<file path="config.mk">
export PLATFORM = sky130hd
export DESIGN_NAME = wq_mem_ctrl
export DESIGN_NICKNAME = d
export VERILOG_FILES = /design/src/rtl/wq_mem_pkg.sv /design/src/rtl/wq_rr_arb2.sv /design/src/rtl/wq_mem_ctrl.sv
export SDC_FILE = /design/constraint.sdc
export NUM_CORES = 1
export LEC_CHECK = 0
export ABC_CLOCK_PERIOD_IN_PS = 3800
export BUFFER_PORTS_ARGS = -buffer_cell sky130_fd_sc_hd__buf_2
export CAP_MARGIN = 30
export CORE_AREA = 10 10 307 309
export CTS_CLUSTER_DIAMETER = 80
export DETAILED_ROUTE_END_ITERATION = 12
export DIE_AREA = 0 0 317 319
export HOLD_SLACK_MARGIN = 0.08
export PLACE_DENSITY = 0.45
export REMOVE_ABC_BUFFERS = 1
export SYNTH_ARGS = -nofsm -noshare
export SYNTH_HDL_FRONTEND = slang
export SYNTH_SLANG_ARGS = --single-unit
</file>
<file path="constraint.sdc">
create_clock -name CLK -period 3.8 [get_ports CLK]
set_clock_uncertainty 0.15 [all_clocks]
set_input_delay 0.38 -clock CLK [delete_from_list [all_inputs] [get_ports CLK]]
set_output_delay 0.38 -clock CLK [all_outputs]
set_load 0.005 [all_outputs]
</file>
<file path="src/rtl/wq_mem_pkg.sv">
// Shared constants and power-state encoding for the Wq weight SRAM controller.
package wq_mem_pkg;

    localparam int WQ_ADDR_W = 10;   // 1024 words
    localparam int WQ_DATA_W = 128;  // word / bit-enable width
    localparam int RD_LAT    = 3;    // grant to rd_valid, in cycles
    localparam int WAKE_W    = 4;    // wake counter width, covers the longest wake time

    typedef enum logic [1:0] {
        ACTIVE   = 2'd0,
        SLEEP    = 2'd1,
        WAKE     = 2'd2,
        SHUTDOWN = 2'd3
    } pwr_state_e;

endpackage

</file>
<file path="src/rtl/wq_rr_arb2.sv">
// Two-requester round-robin arbiter: read vs write, combinational grants.
module wq_rr_arb2 (
    input  logic clk,
    input  logic rst_n,
    input  logic en,
    input  logic rd_req,
    input  logic wr_req,
    output logic rd_gnt,
    output logic wr_gnt
);

    // Set when the most recent grant went to the read side.
    logic last_rd;

    // On contention the side that did not win last time gets the macro.
    always_comb begin
        rd_gnt = en && rd_req && (!wr_req || !last_rd);
        wr_gnt = en && wr_req && (!rd_req ||  last_rd);
    end

    // Pointer only moves on a grant; reset leaves read with priority.
    always_ff @(posedge clk or negedge rst_n) begin
        if (!rst_n)      last_rd <= 1'b0;
        else if (rd_gnt) last_rd <= 1'b1;
        else if (wr_gnt) last_rd <= 1'b0;
    end

endmodule

</file>
<file path="src/rtl/wq_mem_ctrl.sv">
// Wq weight SRAM sequencer: arbitration, macro pin registers, read return
// pipeline and sleep/shutdown power sequencing.
module wq_mem_ctrl
    import wq_mem_pkg::*;
#(
    parameter int ADDR_W       = WQ_ADDR_W,
    parameter int DATA_W       = WQ_DATA_W,
    parameter int IDLE_W       = 8,
    parameter int SLP_WAKE_CYC = 2,
    parameter int SD_WAKE_CYC  = 8
) (
    input  logic              CLK,
    input  logic              RSTB,
    input  logic              wr_req,
    input  logic [ADDR_W-1:0] wr_addr,
    input  logic [DATA_W-1:0] wr_data,
    input  logic [DATA_W-1:0] wr_bwe,
    output logic              wr_gnt,
    input  logic              rd_req,
    input  logic [ADDR_W-1:0] rd_addr,
    output logic              rd_gnt,
    output logic              rd_valid,
    output logic [DATA_W-1:0] rd_data,
    input  logic [IDLE_W-1:0] cfg_idle_thr,
    input  logic              sd_req,
    output logic [1:0]        pwr_state,
    output logic              mem_ceb,
    output logic              mem_web,
    output logic [ADDR_W-1:0] mem_a,
    output logic [DATA_W-1:0] mem_d,
    output logic [DATA_W-1:0] mem_bweb,
    input  logic [DATA_W-1:0] mem_q,
    output logic              mem_slp,
    output logic              mem_sd
);

    pwr_state_e         state;
    logic [IDLE_W-1:0]  idle_cnt;
    logic [WAKE_W-1:0]  wake_cnt;
    logic [RD_LAT:1]    vld_pipe;
    logic               gnt_en;
    logic               idle_cyc;
    logic [IDLE_W:0]    idle_nxt;

    assign gnt_en    = (state == ACTIVE) && !sd_req;
    // Idle means nobody asking and nothing on the macro pins this cycle.
    assign idle_cyc  = !rd_req && !wr_req && mem_ceb;
    assign idle_nxt  = {1'b0, idle_cnt} + (IDLE_W+1)'(1);
    assign pwr_state = state;
    assign rd_valid  = vld_pipe[RD_LAT];

    wq_rr_arb2 u_arb (
        .clk    (CLK),
        .rst_n  (RSTB),
        .en     (gnt_en),
        .rd_req (rd_req),
        .wr_req (wr_req),
        .rd_gnt (rd_gnt),
        .wr_gnt (wr_gnt)
    );

    // Power FSM with idle and wake counters; SLP/SD are registered here.
    // sd_req blocks grants, so the cycle it is seen is the last pin cycle
    // of any access and shutdown can be entered on the next edge.
    always_ff @(posedge CLK or negedge RSTB) begin
        if (!RSTB) begin
            state    <= ACTIVE;
            idle_cnt <= '0;
            wake_cnt <= '0;
            mem_slp  <= 1'b0;
            mem_sd   <= 1'b0;
        end else begin
            case (state)
                ACTIVE: begin
                    if (sd_req) begin
                        state    <= SHUTDOWN;
                        mem_sd   <= 1'b1;
                        idle_cnt <= '0;
                    end else if (idle_cyc) begin
                        if ((cfg_idle_thr != '0) && (idle_nxt >= {1'b0, cfg_idle_thr})) begin
                            state    <= SLEEP;
                            mem_slp  <= 1'b1;
                            idle_cnt <= '0;
                        end else if (idle_cnt != '1) begin
                            idle_cnt <= idle_cnt + 1'b1;
                        end
                    end else begin
                        idle_cnt <= '0;
                    end
                end
                SLEEP: begin
                    if (sd_req) begin
                        state   <= SHUTDOWN;
                        mem_slp <= 1'b0;
                        mem_sd  <= 1'b1;
                    end else if (rd_req || wr_req) begin
                        state    <= WAKE;
                        mem_slp  <= 1'b0;
                        wake_cnt <= WAKE_W'(SLP_WAKE_CYC);
                    end
                end
                WAKE: begin
                    if (sd_req) begin
                        state  <= SHUTDOWN;
                        mem_sd <= 1'b1;
                    end else if (wake_cnt <= WAKE_W'(1)) begin
                        state    <= ACTIVE;
                        wake_cnt <= '0;
                    end else begin
                        wake_cnt <= wake_cnt - 1'b1;
                    end
                end
                SHUTDOWN: begin
                    if (!sd_req) begin
                        state    <= WAKE;
                        mem_sd   <= 1'b0;
                        wake_cnt <= WAKE_W'(SD_WAKE_CYC);
                    end
                end
                default: state <= ACTIVE;
            endcase
        end
    end

    // Macro pin registers: a grant in cycle N shows on the pins in N+1.
    // Without a grant only CEB moves; the other pins keep their last value.
    always_ff @(posedge CLK or negedge RSTB) begin
        if (!RSTB) begin
            mem_ceb  <= 1'b1;
            mem_web  <= 1'b1;
            mem_a    <= '0;
            mem_d    <= '0;
            mem_bweb <= '1;
        end else begin
            mem_ceb <= !(rd_gnt || wr_gnt);
            if (wr_gnt) begin
                mem_web  <= 1'b0;
                mem_a    <= wr_addr;
                mem_d    <= wr_data;
                mem_bweb <= ~wr_bwe;
            end else if (rd_gnt) begin
                mem_web  <= 1'b1;
                mem_a    <= rd_addr;
                mem_bweb <= '1;
            end
        end
    end

    // Read return: valid bits ride a shift register, Q captured one stage
    // before the valid pulse so data and valid line up.
    always_ff @(posedge CLK or negedge RSTB) begin
        if (!RSTB) begin
            vld_pipe <= '0;
            rd_data  <= '0;
        end else begin
            vld_pipe <= {vld_pipe[RD_LAT-1:1], rd_gnt};
            if (vld_pipe[RD_LAT-1]) rd_data <= mem_q;
        end
    end

endmodule

</file>
==> Yosys cells after proc, flatten, opt, wreduce, memory -nomap -nowiden <==
Index checks and enable logic that the tools add are counted.
{ "totals": {"ff_bits": 416, "elab_cells": 100} }
{ "op_classes": {"addsub": 3, "order_cmp": 2, "n_eq_ne": 17, "n_mux": 36, "bitwise": 1, "n_reduce_logical": 28} }
{ "op_table": {"columns": ["cell", "n"], "rows": [
  ["$mux 128", 2],
  ["$not 128->128", 1],
  ["$mux 8", 4],
  ["$mux 10", 2],
  ["$mux 4", 5],
  ["$mux 2", 8],
  ["$reduce_and 5->1", 3],
  ["$ne 2x2->1 const B", 6],
  ["$pmux 4 s3", 1],
  ["$mux 1", 11],
  ["$add 8x1->9 const B", 1],
  ["$ge 9x8->1", 1],
  ["$ne 3x3->1 const B", 3],
  ["$add 8x1->8 const B", 1],
  ["$logic_and 1x1->1", 8],
  ["$ne 8x8->1 const B", 1],
  ["$pmux 2 s4", 1],
  ["$reduce_bool 8->1", 1],
  ["$logic_not 1->1", 5],
  ["$eq 2x2->1 const B", 2],
  ["$le 4x1->1 const B", 1],
  ["$logic_or 1x1->1", 4],
  ["$ne 2x1->1 const B", 2],
  ["$ne 4x2->1 const B", 1],
  ["other kinds (9)", 12]
]} }

==> Depth between registers and ports, before layout <==
{ "depth": {"depth_word": 7, "depth_mapped": 12} }

==> Hierarchy <==
A second synthesis with hierarchy kept.
{ "hier_totals": {"hier_cells": 1152, "hier_area_um2": 15866.5} }
{ "modules_own_cells": {"columns": ["mod", "instances", "cells_each", "area_each_um2", "seq_area_each_um2"], "rows": [
  ["wq_mem_ctrl", 1, 1144, 15805.2, 10547.6],
  ["wq_rr_arb2", 1, 8, 61.3, 25.0]
]} }

==> Worst setup path before layout <==
No wires, ideal clock.
{ "synth_path": {"kind": "register to register", "start": "register idle_cnt[0]", "end": "register mem_slp", "setup_time_ns": 0.125, "arrival_time_ns": 2.378, "required_time_ns": 3.525, "path_slack_ns": 1.147, "path_stages_with_launch": 13, "path_buffers": 1, "path_cell_list": "dfrtp_1 ha_1 and4_1 buf_2 nand2_1 xnor2_1 ha_1 a21oi_1 o21ai_0 o21bai_1 a211o_1 a41oi_1 a21oi_1"} }
{ "synth_via": {"elab_chain_cells": 5} }
{ "synth_rtl": {"columns": ["element", "line_no", "text"], "rows": [
  ["start, declared", "wq_mem_ctrl.sv:38", "logic [IDLE_W-1:0] idle_cnt;"],
  ["start signal, assigned", "wq_mem_ctrl.sv:85", "idle_cnt <= idle_cnt + 1'b1;"],
  ["$add 8x1->9", "wq_mem_ctrl.sv:48", "assign idle_nxt = {1'b0, idle_cnt} + (IDLE_W+1)'(1);"],
  ["$ge 9x8->1", "wq_mem_ctrl.sv:80", "if ((cfg_idle_thr != '0) && (idle_nxt >= {1'b0, cfg_idle_thr})) begin"],
  ["$logic_and 1x1->1", "wq_mem_ctrl.sv:80", null],
  ["$ne 2x1->1 (no source line)", null, null],
  ["$reduce_and 5->1 (no source line)", null, null],
  ["end signal, assigned", "wq_mem_ctrl.sv:82", "mem_slp <= 1'b1;"],
  ["end signal, assigned", "wq_mem_ctrl.sv:94", "mem_slp <= 1'b0;"],
  ["end signal, assigned", "wq_mem_ctrl.sv:98", "mem_slp <= 1'b0;"],
  ["end, declared", "wq_mem_ctrl.sv:33", "output logic mem_slp,"]
]} }
Every way passes these cells.
A chain may end at the register's enable or synchronous reset.

==> Worst setup path after layout <==
{ "layout_path": {"start": "register idle_cnt[0]", "end": "register state[0], in the netlist pwr_state[0]"} }
{ "layout_via": {"elab_chain_cells": 5} }
{ "layout_rtl": {"columns": ["element", "line_no", "text"], "rows": [
  ["$add 8x1->9", "wq_mem_ctrl.sv:48", null],
  ["$ge 9x8->1", "wq_mem_ctrl.sv:80", null],
  ["$logic_and 1x1->1", "wq_mem_ctrl.sv:80", null],
  ["$ne 3x2->1 (no source line)", null, null],
  ["$reduce_and 5->1 (no source line)", null, null],
  ["end signal, assigned", "wq_mem_ctrl.sv:76", "state <= SHUTDOWN;"],
  ["end signal, assigned", "wq_mem_ctrl.sv:81", "state <= SLEEP;"],
  ["end signal, assigned", "wq_mem_ctrl.sv:93", "state <= SHUTDOWN;"],
  ["end, declared", "wq_mem_ctrl.sv:37", "pwr_state_e state;"]
]} }
Every way passes these cells.

==> PnR_summary.wiki <==
{| class="wikitable"
! Metric !! Value
|-
| Status || finished, final reports clean
|-
| Area after detailed placement || 21900 um2
|-
| Die Area || 101000 um2
|-
| Drt initial violations || 601
|-
| CP delay by family, top || compound AO/OA/AOI/OAI gates
|-
| Worst-path cell with the longest stage delay || dlygate4sd3_1
|-
| Required time of the worst setup path || 4.10 ns
|-
| Count of buffer and inverter cells on the critical path || 1
|-
| Minimum setup slack among reg-to-reg paths || 0.34 ns
|-
| Internal power component || 12.9 mW
|-
| Setup slack of the critical path after layout || 0.343 ns
|-
| Effective utilization at floorplan || 18.8%
|-
| Post-CTS setup-driven buffer insertion count || 0
|-
| # nets final || 3085
|-
| First element of the critical path || idle_cnt[0]
|-
| Seq pwr share || 42.7%
|-
| Max transition margin || 39.6%
|-
| Actual transition at the worst max-transition pin || 0.906 ns
|-
| Placeable core region || 88000 um2
|-
| Final weighted congestion in routability-driven placement || 0.774
|-
| DP Worst Slack || 0.897 ns
|-
| Switching power as a share of total power || 31.3%
|-
| Critical path's most frequent cell || ha_1
|-
| Max Freq || 289 MHz
|-
| CTS sink count || 416
|-
| Synth Register Bits || 416
|-
| IR drop worst, VDD || 0.330 mV
|-
| RSZ-0062 raised after global routing || no
|-
| Arrival time of data at the critical path endpoint || 3.75 ns
|-
| Total of endpoints with negative setup slack in the final report || 0
|-
| Clock insertion delay at the later pin of the skew report || 0.58 ns
|-
| Overall global routing resource usage || 13.0%
|-
| Slowest Stage Delay on Critical Path || 0.57 ns
|-
| Number of failing hold endpoints at the final stage || 0
|-
| Maximum number of pins on one net before global-route repair || 130
|-
| Share of power burned in combinational logic || 31.6%
|-
| Max Slew Vio Count || 0
|-
| Count of cells resized by post-cts repair || 0
|-
| Row Count || 109
|-
| Routed via count divided by cell count || 3.84
|-
| End of the worst register-to-register path || pwr_state[0]
|-
| Final Cycle Share || 91.0%
|-
| Area of the mapped netlist || 16500 um2
|-
| DR DRC count || 0
|-
| Path class of the lowest-slack min-delay path || reg -> reg
|-
| Syn Area/Cell || 11.6 um2
|-
| Crit Path Category || reg -> reg
|-
| CTS tree || done
|-
| Via count || 14846
|-
| Port buffer count || 819
|-
| Proportion of synthesized chip area in sequential cells || 64.0%
|-
| Post-DR wirelength/cell || 17.8 um
|-
| TritonCTS buffer count || 51
|-
| Maximum fanout count along the critical path || 6
|-
| Clk pin slew, worst setup/hold paths || 0.06 ns
|-
| TritonRoute pass-1 iters || 4
|-
| Power density normalized to cell area || 677 nW/um2
|-
| Clock power share || 25.7%
|-
| Cell at the root of the clock tree || clkbuf_16
|-
| Switching power || 5.85 mW
|-
| Routed wire length || 68700 um
|-
| Wire length of the first global-routing pass || 103000 um
|-
| Antenna violation net count after detailed routing || 0
|-
| CP cell instances || ha_1 > and4_1 > nand2_1 > xnor2_1 > ha_1 > a21oi_1 > o21ai_0 > o21bai_1 > a211o_1 > a31oi_1 > o31ai_1 > dlygate4sd3_1
|-
| Sum of net half-perimeters after detailed placement || 51000 um
|-
| Final critical path time including I/O delays and setup || 3.46 ns
|-
| Overflow after GRT || 0
|-
| Instance count on the critical path || 12
|-
| Proportion of layout cells with a drive suffix above 1 || 47.3%
|-
| Hold-fix buffers at CTS || 410
|-
| Kind of end point of the critical path || flip-flop
|-
| Initial antenna violation count || 8
|-
| Count of different cell masters after synthesis || 46
|-
| Worst r2r src || idle_cnt[0]
|-
| Finished layout cell area || 27600 um2
|-
| Vertical extent of the die || 319 um
|-
| Cell leakage power || 13.8 nW
|-
| Maximum capacitance violations || 0
|-
| Via count of the first global-routing pass || 16513
|-
| H-tree levels || 2
|-
| Die outline width || 317 um
|-
| Top-level port count || 820
|-
| Area growth from synthesis to layout || 67.1%
|-
| Element type at the critical path start || flip-flop
|-
| Worst reg-to-reg path cell count || 12
|-
| Post-synthesis instance total || 1429
|-
| Clock buffer depth || 3
|-
| Yosys warnings || 0
|-
| Worst setup path end || pwr_state[0]
|}
[cells in the final DEF (no fill, tap or decap), types with 4 or more instances in the layout]
master,count
xnor2_1,4
clkbuf_8,7
nor3_1,4
clkinv_2,6
buf_2,818
a21oi_1,50
clkbuf_1,18
nor2_1,134
o21ai_0,19
mux2i_1,11
ha_1,11
mux2_2,128
buf_4,17
dfrtp_1,285
buf_12,8
nand2_1,411
dlygate4sd3_1,410
inv_1,18
clkbuf_16,51
nand3_1,6
dfstp_2,130
bufinv_16,4
a21oi_2,91
[metal layers]
layer  share of wire, %  GRT usage [%]
met5              0.019              0
met4                2.7           3.72
met3                8.8           4.35
met2                 50           22.9
met1                 38           14.9
[synth_stat cells, drive strengths merged]
| library cell | number | area, um2 |
|---|---|---|
| inv | 19 | 71.3 |
| mux2i | 11 | 110 |
| buf | 56 | 449 |
| o311ai | 1 | 8.76 |
| a31oi | 4 | 40.0 |
| dfrtp | 286 | 7160 |
| nor2 | 135 | 523 |
| or3 | 1 | 6.26 |
| and3 | 1 | 6.26 |
| clkbuf | 23 | 86.3 |
| dfstp | 130 | 3420 |
| maj3 | 1 | 10.0 |
| a21oi | 141 | 1050 |
| xor2 | 2 | 17.5 |
| o21ai | 22 | 110 |
| or4 | 1 | 7.51 |
| o31ai | 3 | 22.5 |
| nand3 | 8 | 65.1 |
| nand4 | 2 | 12.5 |
| a21o | 3 | 22.5 |
| nor3 | 4 | 20.0 |
| xnor2 | 4 | 35.0 |
| and2 | 2 | 12.5 |
| mux2 | 128 | 1440 |
| ha | 11 | 138 |
| nor4 | 2 | 12.5 |
| a22o | 1 | 8.76 |
| o21bai | 1 | 7.51 |
| and4 | 2 | 17.5 |
| or2 | 3 | 18.8 |
| a41oi | 3 | 26.3 |
| a211o | 1 | 8.76 |
| nand2b | 3 | 18.8 |
| nand2 | 412 | 1550 |
| o32a | 1 | 10.0 |
| nand3b | 1 | 7.51 |
[worst min-delay path by stage]
stage / startpoint / to / slack [ns] / cells past startpoint
6_report: vld_pipe[1] / vld_pipe[2] / 0.20 / 0
5_1_grt: vld_pipe[1] / vld_pipe[2] / 0.22 / 0
4_1_cts: cfg_idle_thr[5] / mem_slp / 0.20 / 5
3_5_place_dp: vld_pipe[1] / vld_pipe[2] / 0.20 / 0
3_3_place_gp: vld_pipe[1] / vld_pipe[2] / 0.19 / 0
2_1_floorplan: RSTB / idle_cnt[0] / -0.07 / 0
[per-stage QoR]
stage	hold slack [ns]	power (mW)	util, %	std cells	TNS (ns)
2_1_floorplan	-0.0656	10.3	-	1350	-434.24
3_3_place_gp	0.189	13.7	24.8	3359	0
3_5_place_dp	0.196	13.7	24.8	3359	0
4_1_cts	0.204	19.1	31.4	3860	0
5_1_grt	0.220	20.0	31.4	3861	0
6_report	0.201	18.7	31.4	3863	0
[power by group through the flow]
stage	logic, mW	clock network, mW	registers (mW)
global placement	5.67	0	8.01
finish	5.91	4.80	7.98
CTS	6.07	4.99	8.00
detailed placement	5.66	0	8.03
floorplan	2.08	0	8.18
global route	6.58	5.15	8.27
[worst reg2reg max path, delay by kind of cell, from the launching register on]
kind | cells | cell delay, ns
DFF | 1 | 0.40
AOI/OAI and AO/OA | 6 | 1.04
buffers and inverters | 1 | 0.57
xor gates and xnor gates | 1 | 0.15
adders and majority gates | 2 | 0.57
and+or+nand+nor | 2 | 0.46
[kinds of logic after synthesis]
group | count (synthesis) | share of synthesized area (%)
flip-flops | 416 | 64.0
adder cells (fa/ha/maj) | 12 | 0.894
multiplexers | 139 | 9.39
AND/OR/NAND/NOR | 577 | 13.8
AO/OA/AOI/OAI | 181 | 7.94
XOR/XNOR | 6 | 0.318
buffers and inverters | 98 | 3.67
[sequential cells by signal, summed over array words and instances, names as in the netlist]
register	count
mem_bweb	128
mem_d	128
rd_data	128
mem_a	10
idle_cnt	8
wake_cnt	4
vld_pipe	3
pwr_state	2
mem_ceb	1
mem_sd	1
mem_slp	1
mem_web	1
u_arb.last_rd	1
[area by class of cell]
class | count | area [um2]
Antenna cell | 3 | 7.51
Fill cell | 8981 | 60400
Sequential cell | 416 | 10600
Tap cell | 1165 | 1460
Clock buffer | 76 | 1440
Timing Repair Buffer | 1254 | 8500
Multi-Input combinational cell | 915 | 5350
Clock inverter | 15 | 194
Inverter | 19 | 78.8
Power figures use the tool's default switching activity.
